File: config.mk
export PLATFORM = sky130hd
export DESIGN_NAME = decode_useq
export DESIGN_NICKNAME = d
export VERILOG_FILES = /design/src/rtl/decode_pkg.sv /design/src/rtl/decode_useq_eip_incr.sv /design/src/rtl/decode_useq.sv
export SDC_FILE = /design/constraint.sdc
export NUM_CORES = 1
export LEC_CHECK = 0
export CAP_MARGIN = 10
export CORE_ASPECT_RATIO = 1.1
export CORE_MARGIN = 5
export CORE_UTILIZATION = 34
export DETAILED_ROUTE_END_ITERATION = 6
export GPL_ROUTABILITY_DRIVEN = 0
export HOLD_SLACK_MARGIN = 0.12
export MAX_ROUTING_LAYER = met4
export PLACE_DENSITY_LB_ADDON = 0.25
export SETUP_SLACK_MARGIN = 0.2
export SYNTH_ARGS = -nofsm -noshare
export SYNTH_HDL_FRONTEND = slang
export SYNTH_SLANG_ARGS = --single-unit
export TNS_END_PERCENT = 10
File: constraint.sdc
create_clock -name clk -period 2.2 [get_ports clk]
set_clock_uncertainty 0.2 [all_clocks]
set_input_delay 0.33 -clock clk [delete_from_list [all_inputs] [get_ports clk]]
set_output_delay 0.33 -clock clk [all_outputs]
set_load 0.02 [all_outputs]
File: src/rtl/decode_pkg.sv
// decode_pkg: types and default widths shared by the decode stage 2
// micro-op sequencer and the EIP incrementer.
//   useq_state_t : sequencer state (IDLE = entry micro-op, SEQ = continuation)
//   DEF_*        : default parameter values for the decode_useq slice
package decode_pkg;

  typedef enum logic {
    IDLE = 1'b0,
    SEQ  = 1'b1
  } useq_state_t;

  localparam int DEF_ADDR_W   = 8;
  localparam int DEF_NEXT_W   = 7;
  localparam int DEF_EIP_W    = 32;
  localparam int DEF_LEN_W    = 4;
  localparam int DEF_MAX_UOPS = 8;

endpackage

File: src/rtl/decode_useq_eip_incr.sv
// eip_incr: EIP forwarded with a micro-op. Only the final micro-op of an
// instruction without a pending exception advances EIP by the instruction
// length; the sum wraps modulo 2^EIP_W. Also usable by the fetch redirect path.
// Ports:
//   eip_in    in  EIP_W  instruction EIP
//   instr_len in  LEN_W  instruction length (zero-extended before the add)
//   exc_en    in  1      NMI / GP / PF enable, suppresses the advance
//   last_uop  in  1      current micro-op ends the instruction
//   eip_out   out EIP_W  EIP to forward
module eip_incr #(
  parameter int EIP_W = decode_pkg::DEF_EIP_W,
  parameter int LEN_W = decode_pkg::DEF_LEN_W
) (
  input  logic [EIP_W-1:0] eip_in,
  input  logic [LEN_W-1:0] instr_len,
  input  logic             exc_en,
  input  logic             last_uop,
  output logic [EIP_W-1:0] eip_out
);

  logic [EIP_W-1:0] eip_sum;

  // Carry out of the top bit is intentionally dropped.
  assign eip_sum = eip_in + EIP_W'(instr_len);
  assign eip_out = (exc_en || !last_uop) ? eip_in : eip_sum;

endmodule

File: src/rtl/decode_useq.sv
// decode_useq: decode stage 2 micro-op sequencer. Chooses the control-store
// address each cycle (entry address in IDLE, latched next address in SEQ),
// counts micro-ops, guards against runaway sequences and stalls decode
// stage 1 while an instruction still has micro-ops to issue.
// Ports:
//   clk, reset                  clock; asynchronous active-high reset
//   d2_v, ld_d2                 D2 valid / AG accepts D2
//   decode_addr, opcode_size    entry address and its opcode size
//   cs_uop_stall, cs_next_addr  fields of the control word read at cs_addr
//   int_exist, repne_term       flush the current sequence
//   exc_en, eip_in, instr_len   EIP advance inputs
//   cs_addr, cs_op_size         control-store address / opcode-size select
//   uop_stall_out               hold D1, more micro-ops follow
//   in_seq                      state is SEQ (exposes FSM state)
//   uop_idx                     index of current micro-op (0 = entry)
//   last_uop                    current micro-op ends the instruction
//   eip_out                     EIP forwarded with this micro-op
//   uop_overflow                sticky, instruction exceeded MAX_UOPS
module decode_useq
  import decode_pkg::*;
#(
  parameter int ADDR_W   = DEF_ADDR_W,
  parameter int NEXT_W   = DEF_NEXT_W,
  parameter int EIP_W    = DEF_EIP_W,
  parameter int LEN_W    = DEF_LEN_W,
  parameter int MAX_UOPS = DEF_MAX_UOPS
) (
  input  logic                        clk,
  input  logic                        reset,
  input  logic                        d2_v,
  input  logic                        ld_d2,
  input  logic [ADDR_W-1:0]           decode_addr,
  input  logic                        opcode_size,
  input  logic                        cs_uop_stall,
  input  logic [NEXT_W-1:0]           cs_next_addr,
  input  logic                        int_exist,
  input  logic                        repne_term,
  input  logic                        exc_en,
  input  logic [EIP_W-1:0]            eip_in,
  input  logic [LEN_W-1:0]            instr_len,
  output logic [ADDR_W-1:0]           cs_addr,
  output logic                        cs_op_size,
  output logic                        uop_stall_out,
  output logic                        in_seq,
  output logic [$clog2(MAX_UOPS)-1:0] uop_idx,
  output logic                        last_uop,
  output logic [EIP_W-1:0]            eip_out,
  output logic                        uop_overflow
);

  localparam int IDX_W = $clog2(MAX_UOPS);

  useq_state_t       state_q, state_d;
  logic [NEXT_W-1:0] next_q, next_d;
  logic [IDX_W-1:0]  idx_q, idx_d;
  logic              ovf_q, ovf_d;
  logic              flush;
  logic              adv;

  // Handshake: the micro-op presented on D2 (d2_v) is consumed only when AG
  // takes it (ld_d2) in the same cycle; with either low, all state holds.
  assign adv   = d2_v & ld_d2;
  assign flush = int_exist | repne_term;

  always_ff @(posedge clk or posedge reset) begin
    if (reset) begin
      state_q <= IDLE;
      next_q  <= '0;
      idx_q   <= '0;
      ovf_q   <= 1'b0;
    end else begin
      state_q <= state_d;
      next_q  <= next_d;
      idx_q   <= idx_d;
      ovf_q   <= ovf_d;
    end
  end

  always_comb begin
    state_d = state_q;
    next_d  = next_q;
    idx_d   = idx_q;
    ovf_d   = ovf_q;
    if (flush) begin
      // Abandon the instruction, even if this micro-op is being accepted.
      state_d = IDLE;
      idx_d   = '0;
    end else if (adv && cs_uop_stall && idx_q == IDX_W'(MAX_UOPS - 1)) begin
      // Control store asks for more micro-ops than the counter can index.
      state_d = IDLE;
      idx_d   = '0;
      ovf_d   = 1'b1;
    end else if (adv && cs_uop_stall) begin
      state_d = SEQ;
      next_d  = cs_next_addr;
      idx_d   = idx_q + IDX_W'(1);
    end else if (adv) begin
      state_d = IDLE;
      idx_d   = '0;
    end
  end

  always_comb begin
    cs_addr    = decode_addr;
    cs_op_size = opcode_size;
    if (state_q == SEQ) begin
      cs_addr    = ADDR_W'(next_q);
      cs_op_size = 1'b0;
    end
  end

  assign uop_stall_out = d2_v & cs_uop_stall & ~flush;
  assign last_uop      = d2_v & ~cs_uop_stall;
  assign in_seq        = (state_q == SEQ);
  assign uop_idx       = idx_q;
  assign uop_overflow  = ovf_q;

  eip_incr #(
    .EIP_W (EIP_W),
    .LEN_W (LEN_W)
  ) u_eip_incr (
    .eip_in    (eip_in),
    .instr_len (instr_len),
    .exc_en    (exc_en),
    .last_uop  (last_uop),
    .eip_out   (eip_out)
  );

endmodule

==> flow_metrics.py <==
metrics = {
    "floorplanning": {
        "initial_utilization": 0.351,
        "design.core.area_um2": 3960,
        "pin_count": 108,
        "die_height_um": 77.1,
        "width_of_the_die_um": 71.0,
        "floorplan.die_area_um2": 5470,
        "placement_rows": 24,
    },
    "timing": {
        "timing.slew.headroom": 0.647,
        "rsz0062_at_grt": "yes",
        "fmax_mhz": 441,
        "crit_path_time_final_ns": 2.27,
        "timing_worst_slew_pin_value_ns": 0.526,
        "finalHoldViolations": 0,
        "tns_ns": -0.286,
        "worst_slack_ns": -0.0655,
        "finalMaxSlewViolations": 0,
        "setup-violations-final": 12,
        "final_cycle_share": 1.03,
        "finalHoldWorstSlack_ns": 0.205,
    },
    "clock_tree": {
        "clkLatencyLatePin_ns": 0.23,
        "numClockSinks": 12,
        "post_cts_hold_buffer_count": 0,
        "cts_max_path_buffers": 2,
        "clock_tree.root_cell": "clkbuf_8",
        "clock_pin_transition_on_the_worst_setup_and_hold_timing_paths_ns": 0.05,
        "tritoncts": "yes",
        "numCtsBuffers": 3,
        "h-tree-depth": 1,
    },
    "synth": {
        "synth_cells": 157,
        "synth.yosys.seq_area_share": 0.216,
        "post_synth_arst_share": 1.00,
        "ys.flop_type": "dfrtp_1",
        "ys_seq_elements": 12,
        "yosysUniqueCellTypes": 34,
        "post_syn_nets": 224,
        "synthesis.area_um2": 1390,
        "ys.warnings.count": 0,
        "post_syn_area_per_cell_um2": 8.86,
        "synth-edff-count": 0,
    },
    "finish": {
        "final_core_utilization": 0.850,
        "finished_cell_area_um2": 3370,
        "layout_commonest_cell": "buf_4",
        "num_antenna_cells": 0,
        "finish.net_count": 388,
        "post_layout_nonfiller_instances": 371,
        "flow.area_growth_from_synthesis_pct": 142,
        "drive_above_1_share": 0.586,
        "layout_common_cells": "71 x buf_4, 29 x clkdlybuf4s50_1, 25 x buf_6, 22 x dlygate4sd2_1, 17 x xnor2_2",
    },
    "grt": {
        "grt_first_pass_wirelength_mm": 9.87,
        "grt_use_total": 0.226,
        "number_of_global_route_vias_before_repair": 2067,
        "number_of_antenna_violations_at_the_first_check_in_global_routing": 0,
        "grt_max_degree": 13,
        "globalRoute.totalOverflow": 0,
    },
    "placement": {
        "post_dp_cell_area_um2": 3050,
        "number_of_placed_instances_taps_included": 357,
        "dp_hpwl_mm": 4.52,
        "buffers_added_on_ports": 107,
    },
    "route": {
        "antenna_left": 0,
        "routed.top_layer": "met4",
        "wirelength_mm": 6.41,
        "wire_per_inst_um": 17.3,
        "met2_length_mm": 3.51,
        "vias_per_cell": 5.21,
        "dr.pass1.iters": 4,
        "wl_met3_um": 389,
        "vias": 1932,
        "m1WireLength_mm": 2.29,
        "drcViolationCount": 0,
        "initialDrtViolationCount": 47,
    },
    "setup_path": {
        "crit_arrival_ns": 1.74,
        "worst_path_max_delay_cell": "fa_2",
        "worst_r2r_startpoint": "uop_idx[0]",
        "cp_max_fo": 10,
        "timing.critical_path.cells": "buf_8, ha_4, fa_2, nand3_4, nand2_4, nand4_1, xnor2_2, buf_4",
        "max_stage_delay_on_crit_path_ns": 0.38,
        "crit_required_ns": 1.67,
        "startpoint": "eip_in[0]",
        "critical_path_start_end_classification": "in2out",
        "startpoint_type": "input port",
        "capturing_element_type_of_the_critical_path": "output pin",
    },
    "status": {
        "status": "complete, but fails checks",
        "violated_checks": "negative setup slack",
    },
    "power": {
        "power.switching_fraction": 0.332,
        "cellLeakagePower_uw": 0.00156,
        "p_switching_uw": 343,
        "internal-power_uw": 691,
        "power.sequential.fraction": 0.259,
        "power.share.clock": 0.184,
        "power.share.combinational": 0.557,
        "power_density_cells_nw_per_um2": 307,
        "max_ir_drop_vdd_v": 0.000146,
    },
    "run": {
        "cap_viol_max_count": 0,
    },
    "worst_hold_path": {
        "worst_hold_path_type": "in2async",
    },
}
[final timing paths]
path / endpoint / slack, ns / depth (start not counted)
setup / recovery: eip_out[22] / -0.07 / 8
hold / removal: next_q[5] / 0.21 / 2
setup reg to reg: next_q[5] / 0.43 / 5
hold reg to reg: uop_overflow / 0.26 / 1
max in group asynchronous: in_seq / 1.26 / 2
min in group clk: uop_overflow / 0.26 / 1
[per-layer routing]
layer,vias to the layer above,global-route usage
met5,-,-
met4,0,0.0752
met3,18,0.0366
met2,83,0.432
met1,919,0.229
li1,912,-
[sequential cells by signal, summed over array words and instances (netlist names)]
name	cells
uop_overflow	1
in_seq	1
uop_idx	3
next_q	7
[power by group through the flow]
stage | combinational [uW] | sequential (uW) | clock [uW]
6_report | 576 | 268 | 190
5_1_grt | 611 | 273 | 208
4_1_cts | 555 | 269 | 196
3_5_place_dp | 524 | 272 | 0
3_3_place_gp | 514 | 271 | 0
2_1_floorplan | 218 | 266 | 0
[cells in the mapped netlist, types with 4 or more instances]
library cell / number / area, um^2
nor2_1: 5 / 18.8
xnor2_1: 25 / 219
xor2_1: 4 / 35.0
nand3_1: 11 / 55.1
inv_1: 4 / 15.0
nor2b_1: 4 / 25.0
and3_1: 8 / 50.1
dfrtp_1: 12 / 300
nand2_1: 10 / 37.5
and4_1: 4 / 35.0
nand4_1: 15 / 93.8
ha_1: 6 / 75.1
mux2_2: 16 / 180
[stage by stage]
step / setup slack, ns / total power [uW]
after CTS: 0.00684 / 1020
after detailed placement: -0.950 / 796
final: -0.0655 / 1030
after global routing: -0.131 / 1090
after global placement: -0.894 / 784
after floorplan: 0.0991 / 484
[cell type report]
class                      instances  area (um^2)
multi-input combinational        136         1480
timing repair buffer             164         1470
fill                             248          594
sequential                        12          302
tap                               52         65.1
clock buffer                       3         41.3
inverter                           4         15.0
[worst max-delay path, delay by kind of cell]
| kind | cells | cell delay (ns) |
|---|---|---|
| buf+inv | 2 | 0.28 |
| xor+xnor | 1 | 0.15 |
| simple gates | 3 | 0.41 |
| fa+ha+maj | 2 | 0.55 |
[kinds of logic after synthesis]
family / Yosys count / synth area share
fa+ha+maj: 7 / 0.0683
mux: 16 / 0.129
buf+inv: 9 / 0.0315
flops: 12 / 0.216
compound gates: 15 / 0.0719
xor+xnor: 29 / 0.183
simple gates: 69 / 0.300
[repair_timing]
action                                  in CTS  in global routing
gates cloned                                 3                  0
buffers inserted                             6                  2
endpoints found under the setup margin      44                 33
hold endpoints to repair                     0                  0
resized for setup                          340                 14
pin swaps                                   53                 15
Note: power is estimated with default switching activity, not from simulation.
